`src/rtl/scan_decoder_n_if.sv`:
```
// rtl/scan_decoder_n_if.sv - control inputs and registered line outputs of the scan decoder
interface scan_decoder_n_if #(
    parameter int N = 3
);
    localparam int OUTS = 2 ** N;

    logic            en;
    logic            mode;
    logic [N-1:0]    sel;
    logic [N-1:0]    last;
    logic [OUTS-1:0] y;
    logic [N-1:0]    idx;
    logic            wrap;

    modport master (
        output en, mode, sel, last,
        input  y, idx, wrap
    );

    modport slave (
        input  en, mode, sel, last,
        output y, idx, wrap
    );
endinterface

```
`src/rtl/scan_decoder_n.sv`:
```
// rtl/scan_decoder_n.sv - registered N-to-2^N one-hot decoder with direct and prescaled scan modes
module scan_decoder_n #(
    parameter int N          = 3,
    parameter int DIV        = 4,
    parameter bit ACTIVE_LOW = 1'b0
) (
    input  logic             clk,
    input  logic             reset_n,
    scan_decoder_n_if.slave  bus
);
    localparam int              OUTS     = 2 ** N;
    localparam int              CW       = (DIV > 1) ? $clog2(DIV) : 1;
    localparam logic [CW-1:0]   CNT_MAX  = CW'(DIV - 1);
    localparam logic [OUTS-1:0] INACTIVE = {OUTS{ACTIVE_LOW}};

    logic [CW-1:0]   cnt;
    logic [CW-1:0]   cnt_next;
    logic [N-1:0]    idx_next;
    logic [OUTS-1:0] y_next;
    logic            tick;
    logic            at_end;
    logic            wrap_next;

    // idx_next is shared by the idx and y registers so both always name the same line.
    always_comb begin
        tick      = bus.en & bus.mode & (cnt == CNT_MAX);
        at_end    = (bus.idx >= bus.last);
        cnt_next  = cnt;
        idx_next  = bus.idx;
        wrap_next = 1'b0;
        if (bus.en) begin
            if (!bus.mode) begin
                cnt_next = '0;
                idx_next = bus.sel;
            end else if (tick) begin
                cnt_next  = '0;
                idx_next  = at_end ? '0 : bus.idx + 1'b1;
                wrap_next = at_end;
            end else begin
                cnt_next = cnt + 1'b1;
            end
        end
        y_next = bus.en ? ((OUTS'(1) << idx_next) ^ INACTIVE) : INACTIVE;
    end

    always_ff @(posedge clk or negedge reset_n) begin
        if (!reset_n) begin
            cnt      <= '0;
            bus.idx  <= '0;
            bus.wrap <= 1'b0;
            bus.y    <= INACTIVE;
        end else begin
            cnt      <= cnt_next;
            bus.idx  <= idx_next;
            bus.wrap <= wrap_next;
            bus.y    <= y_next;
        end
    end
endmodule

```
`src/flat_wrapper.sv`:
```
// flat-port wrapper written by rule: the top's interface ports become plain ports
module scan_decoder_n_flat 
#(
    parameter int N          = 3,
    parameter int DIV        = 4,
    parameter bit ACTIVE_LOW = 1'b0
)
  (clk, reset_n, bus_en, bus_mode, bus_sel, bus_last, bus_y, bus_idx, bus_wrap);
  scan_decoder_n_if #(.N(N)) bus_i ();
  input  logic clk;
  input  logic reset_n;
  input wire logic [$bits(bus_i.en)-1:0] bus_en;
  input wire logic [$bits(bus_i.mode)-1:0] bus_mode;
  input wire logic [$bits(bus_i.sel)-1:0] bus_sel;
  input wire logic [$bits(bus_i.last)-1:0] bus_last;
  output wire logic [$bits(bus_i.y)-1:0] bus_y;
  output wire logic [$bits(bus_i.idx)-1:0] bus_idx;
  output wire logic [$bits(bus_i.wrap)-1:0] bus_wrap;
  assign bus_i.en = bus_en;
  assign bus_i.mode = bus_mode;
  assign bus_i.sel = bus_sel;
  assign bus_i.last = bus_last;
  assign bus_y = bus_i.y;
  assign bus_idx = bus_i.idx;
  assign bus_wrap = bus_i.wrap;
  scan_decoder_n #(.N(N), .DIV(DIV), .ACTIVE_LOW(ACTIVE_LOW)) u_core (.clk(clk), .reset_n(reset_n), .bus(bus_i));
endmodule
```
`config.mk`:
```
export PLATFORM = sky130hd
export DESIGN_NAME = scan_decoder_n_flat
export DESIGN_NICKNAME = d
export VERILOG_FILES = /design/src/rtl/scan_decoder_n_if.sv /design/src/rtl/scan_decoder_n.sv /design/src/flat_wrapper.sv
export SDC_FILE = /design/constraint.sdc
export NUM_CORES = 1
export LEC_CHECK = 0
export BUFFER_PORTS_ARGS = -buffer_cell sky130_fd_sc_hd__buf_2
export CELL_PAD_IN_SITES_DETAIL_PLACEMENT = 0
export CELL_PAD_IN_SITES_GLOBAL_PLACEMENT = 1
export CORE_UTILIZATION = 37
export CTS_CLUSTER_DIAMETER = 100
export CTS_CLUSTER_SIZE = 16
export DETAILED_ROUTE_END_ITERATION = 6
export GPL_ROUTABILITY_DRIVEN = 0
export PLACE_DENSITY_LB_ADDON = 0.12
export SETUP_SLACK_MARGIN = 0.4
export SLEW_MARGIN = 20
export SYNTH_ARGS = -nofsm -noshare
export SYNTH_HDL_FRONTEND = slang
export SYNTH_SLANG_ARGS = --single-unit
```
`constraint.sdc`:
```
create_clock -name clk -period 1.8 [get_ports clk]
set_input_delay 0.09 -clock clk [delete_from_list [all_inputs] [get_ports clk]]
set_output_delay 0.09 -clock clk [all_outputs]
set_load 0.005 [all_outputs]
```
==> results.cfg <==
[job]
max_cap_viol_count = 0

[worst_setup_path]
crit_family = compound AO/OA/AOI/OAI gates
worstPathArrival_ns = 1.92
slowest_delay_ns = 0.41
rrSetupSlack_ns = 0.07
critPathBufInv = 1
worstPathRequired_ns = 1.99
r2r-end = u_core.bus.y[3]
cp_max_fo = 5
end_kind = flop
reg2regPathDepth = 6
cpMaxStageDelayCell = dfrtp_1
path_class = flop to flop
startpoint_type = flop
path_cells = ha_4 > a21oi_2 > o2111a_1 > o21ai_4 > buf_4 > nor4_4
reg2reg_from = u_core.bus.idx[2]

[detailed_routing]
via_count = 628
routedWlPerCell_um = 14.0
final_antenna_net_count = 0
drtIter0Drc = 10
drt-total-wl_um = 1790
drtPass1Iterations = 4
drc = 0
avgViaCountPerCell = 4.91

[floorplanning]
die_area_um2 = 2160
num_rows = 15
fp.dieW_um = 46.5
io_pins = 22
coreArea_um2 = 1780
fp.dieH_um = 46.5
initial_core_util = 0.411

[global_route]
grt_max_degree = 15
first_global_vias = 557
grt.overflow.total = 0
grtUsageTotal = 0.174
antenna_found_initial = 0
grt_pass1_wl_um = 2550

[timing]
clock_skew_ns = 0.00482
tns_ns = 0
drv_slew = 0
setup-violations-final = 0
hold_viol = 0
fmax_mhz = 579
worstMarginPinSlew_ns = 0.404
post-route-min-period_ns = 1.73
rsz0062_at_grt = true
min_period_over_period = 0.959
relSlewSlack = 0.730

[clocking]
clock_latency_ns = 0.27
cts.clk_slew.worst_paths_ns = 0.08
cts_tree = built
numClockSinks = 14
cts-htree-levels = 1
cts_buffers = 3
cts_root_buffer = clkbuf_4
cts_buffer_depth = 2

[final_layout]
final_cells = 128
area_growth_pct = 60.7
fillers = 151
nets = 120
multi_input_area_um2 = 520
layout-drive-gt1-share = 0.583
seqCellArea_um2 = 350
antennaDiodeCount = 0

[yosys]
synth_top_family_by_area = simple AND/OR/NAND/NOR gates
ys_types = 26
synth_xor_area_frac = 0
seq_area_frac_synth = 0.479
synth_warnings = 0
synth_area_um2 = 732
synth_nets = 85
syn_avg_cell_area_um2 = 10.5
muxShareOfSynthArea = 0.0137
synth_fa_ha_area_frac = 0.0855
synth-compound-area-share = 0.152
ys_ff_latch = 14
syn_inst = 70
synth-simple-area-share = 0.210

[pwr]
leakagePower_nw = 0.539
power_density_nw_per_um2 = 811
power_uw = 954
peakVddDrop_mv = 0.561

[min_path]
hp-class = input pin to flop
holdPathEnd = u_core.cnt[1]
whs_path_depth = 3
hp-start = bus_mode

[placed_design]
dpl.cell_count = 115
dp.final_hpwl_um = 1100
io_buffers = 21

[run_status]
status = completed
## registers in the layout, summed over array words and instances (netlist names)
register	flops
u_core.bus.idx	3
u_core.bus.wrap	1
u_core.bus.y	8
u_core.cnt	2
## layout by cell type (no fill, tap or decap), types with 2 or more instances in the layout
cell type   n
inv_2       2
inv_1       5
nand2b_1    3
nand3_1     2
nor3_1      4
clkbuf_4    3
nor4_4      4
ha_4        4
buf_4       7
a21o_1      3
buf_6       2
nand2_1     4
dfrtp_1    14
buf_2      21
o21ai_4     2
## report_power, final
part           leakage [nW]  switching, mW  internal [mW]
clock                0.0138         0.0951         0.0774
sequential            0.186         0.0205          0.344
combinational         0.339          0.213          0.204
## per-layer routing
layer	GRT usage	wire length, µm	part of all wire
met3	0.0235	66	0.037
met1	0.251	818	0.46
met5	0	0	0
met2	0.261	897	0.50
met4	0.0706	5	0.0028
## stage by stage
stage	hold slack, ns	setup WS (ns)	utilization	instance area (µm²)
floorplan	-0.206	0.246	-	769
global placement	-0.00155	0.00516	0.507	903
detailed placement	-0.00463	0.0582	0.507	903
CTS	0.166	0.121	0.554	988
global route	0.194	-0.0189	0.660	1180
finish	0.191	0.0741	0.660	1180
## cell type report
type / instances / share of cell area
Multi-Input combinational cell: 45 / 0.443
Timing Repair Buffer: 32 / 0.179
Inverter: 9 / 0.0351
Tap cell: 25 / 0.0266
Sequential cell: 14 / 0.298
Clock buffer: 3 / 0.0191
## kinds of logic (layout without fill, tap and decap cells)
| family | count (synthesis) | in the layout |
|---|---|---|
| buffers and inverters | 11 | 44 |
| AOI/OAI and AO/OA | 13 | 13 |
| DFF | 14 | 14 |
| adders and majority gates | 5 | 5 |
| muxes | 1 | 1 |
| and+or+nand+nor | 26 | 26 |
## worst register-to-register path, cell delays in order (launching register included)
cell and delay, ns:
dfrtp_1 0.41, ha_4 0.24, a21oi_2 0.22, o2111a_1 0.28, o21ai_4 0.11, buf_4 0.16
nor4_4 0.22
## cell usage after synthesis
master	count	area, µm²
dfrtp_1	14	350
inv_1	6	22.5
ha_1	5	62.6
nand2_1	5	18.8
nor3_1	5	25.0
nor4_1	5	31.3
a21o_1	3	22.5
inv_2	3	11.3
nand2b_1	3	18.8
nand3_1	3	15.0
buf_2	2	10.0
o21ai_1	2	10.0
a21boi_1	1	7.51
a21oi_1	1	5.00
mux2i_1	1	10.0
nand2b_2	1	8.76
nand3_2	1	10.0
nand4_1	1	6.26
nor2b_1	1	6.26
nor2b_4	1	13.8
o2111a_1	1	11.3
o211a_4	1	17.5
o21a_1	1	7.51
o21ai_0	1	5.00
o21ai_4	1	16.3
o221ai_1	1	8.76
## how the worst max path moves through the flow
stage,from,to,slack [ns],cells after the start
after global routing,u_core.bus.idx[2],u_core.bus.y[3],-0.02,6
after detailed placement,u_core.bus.idx[2],u_core.bus.y[3],0.06,5
after floorplan,u_core.bus.idx[2],u_core.bus.y[1],0.25,6
after CTS,u_core.bus.idx[1],u_core.bus.y[1],0.12,6
after global placement,u_core.bus.idx[2],u_core.bus.y[0],0.005,6
final,u_core.bus.idx[2],u_core.bus.y[3],0.07,6
## repair_timing
item | in CTS | in global routing
hold buffers | 1 | 0
setup buffers | 3 | 6
pin swaps | 1 | 8
endpoints found under the hold margin | 14 | 0
gates resized for setup | 6 | 21
endpoints found under the setup margin | 11 | 11
(Power assumes the default switching activity.)
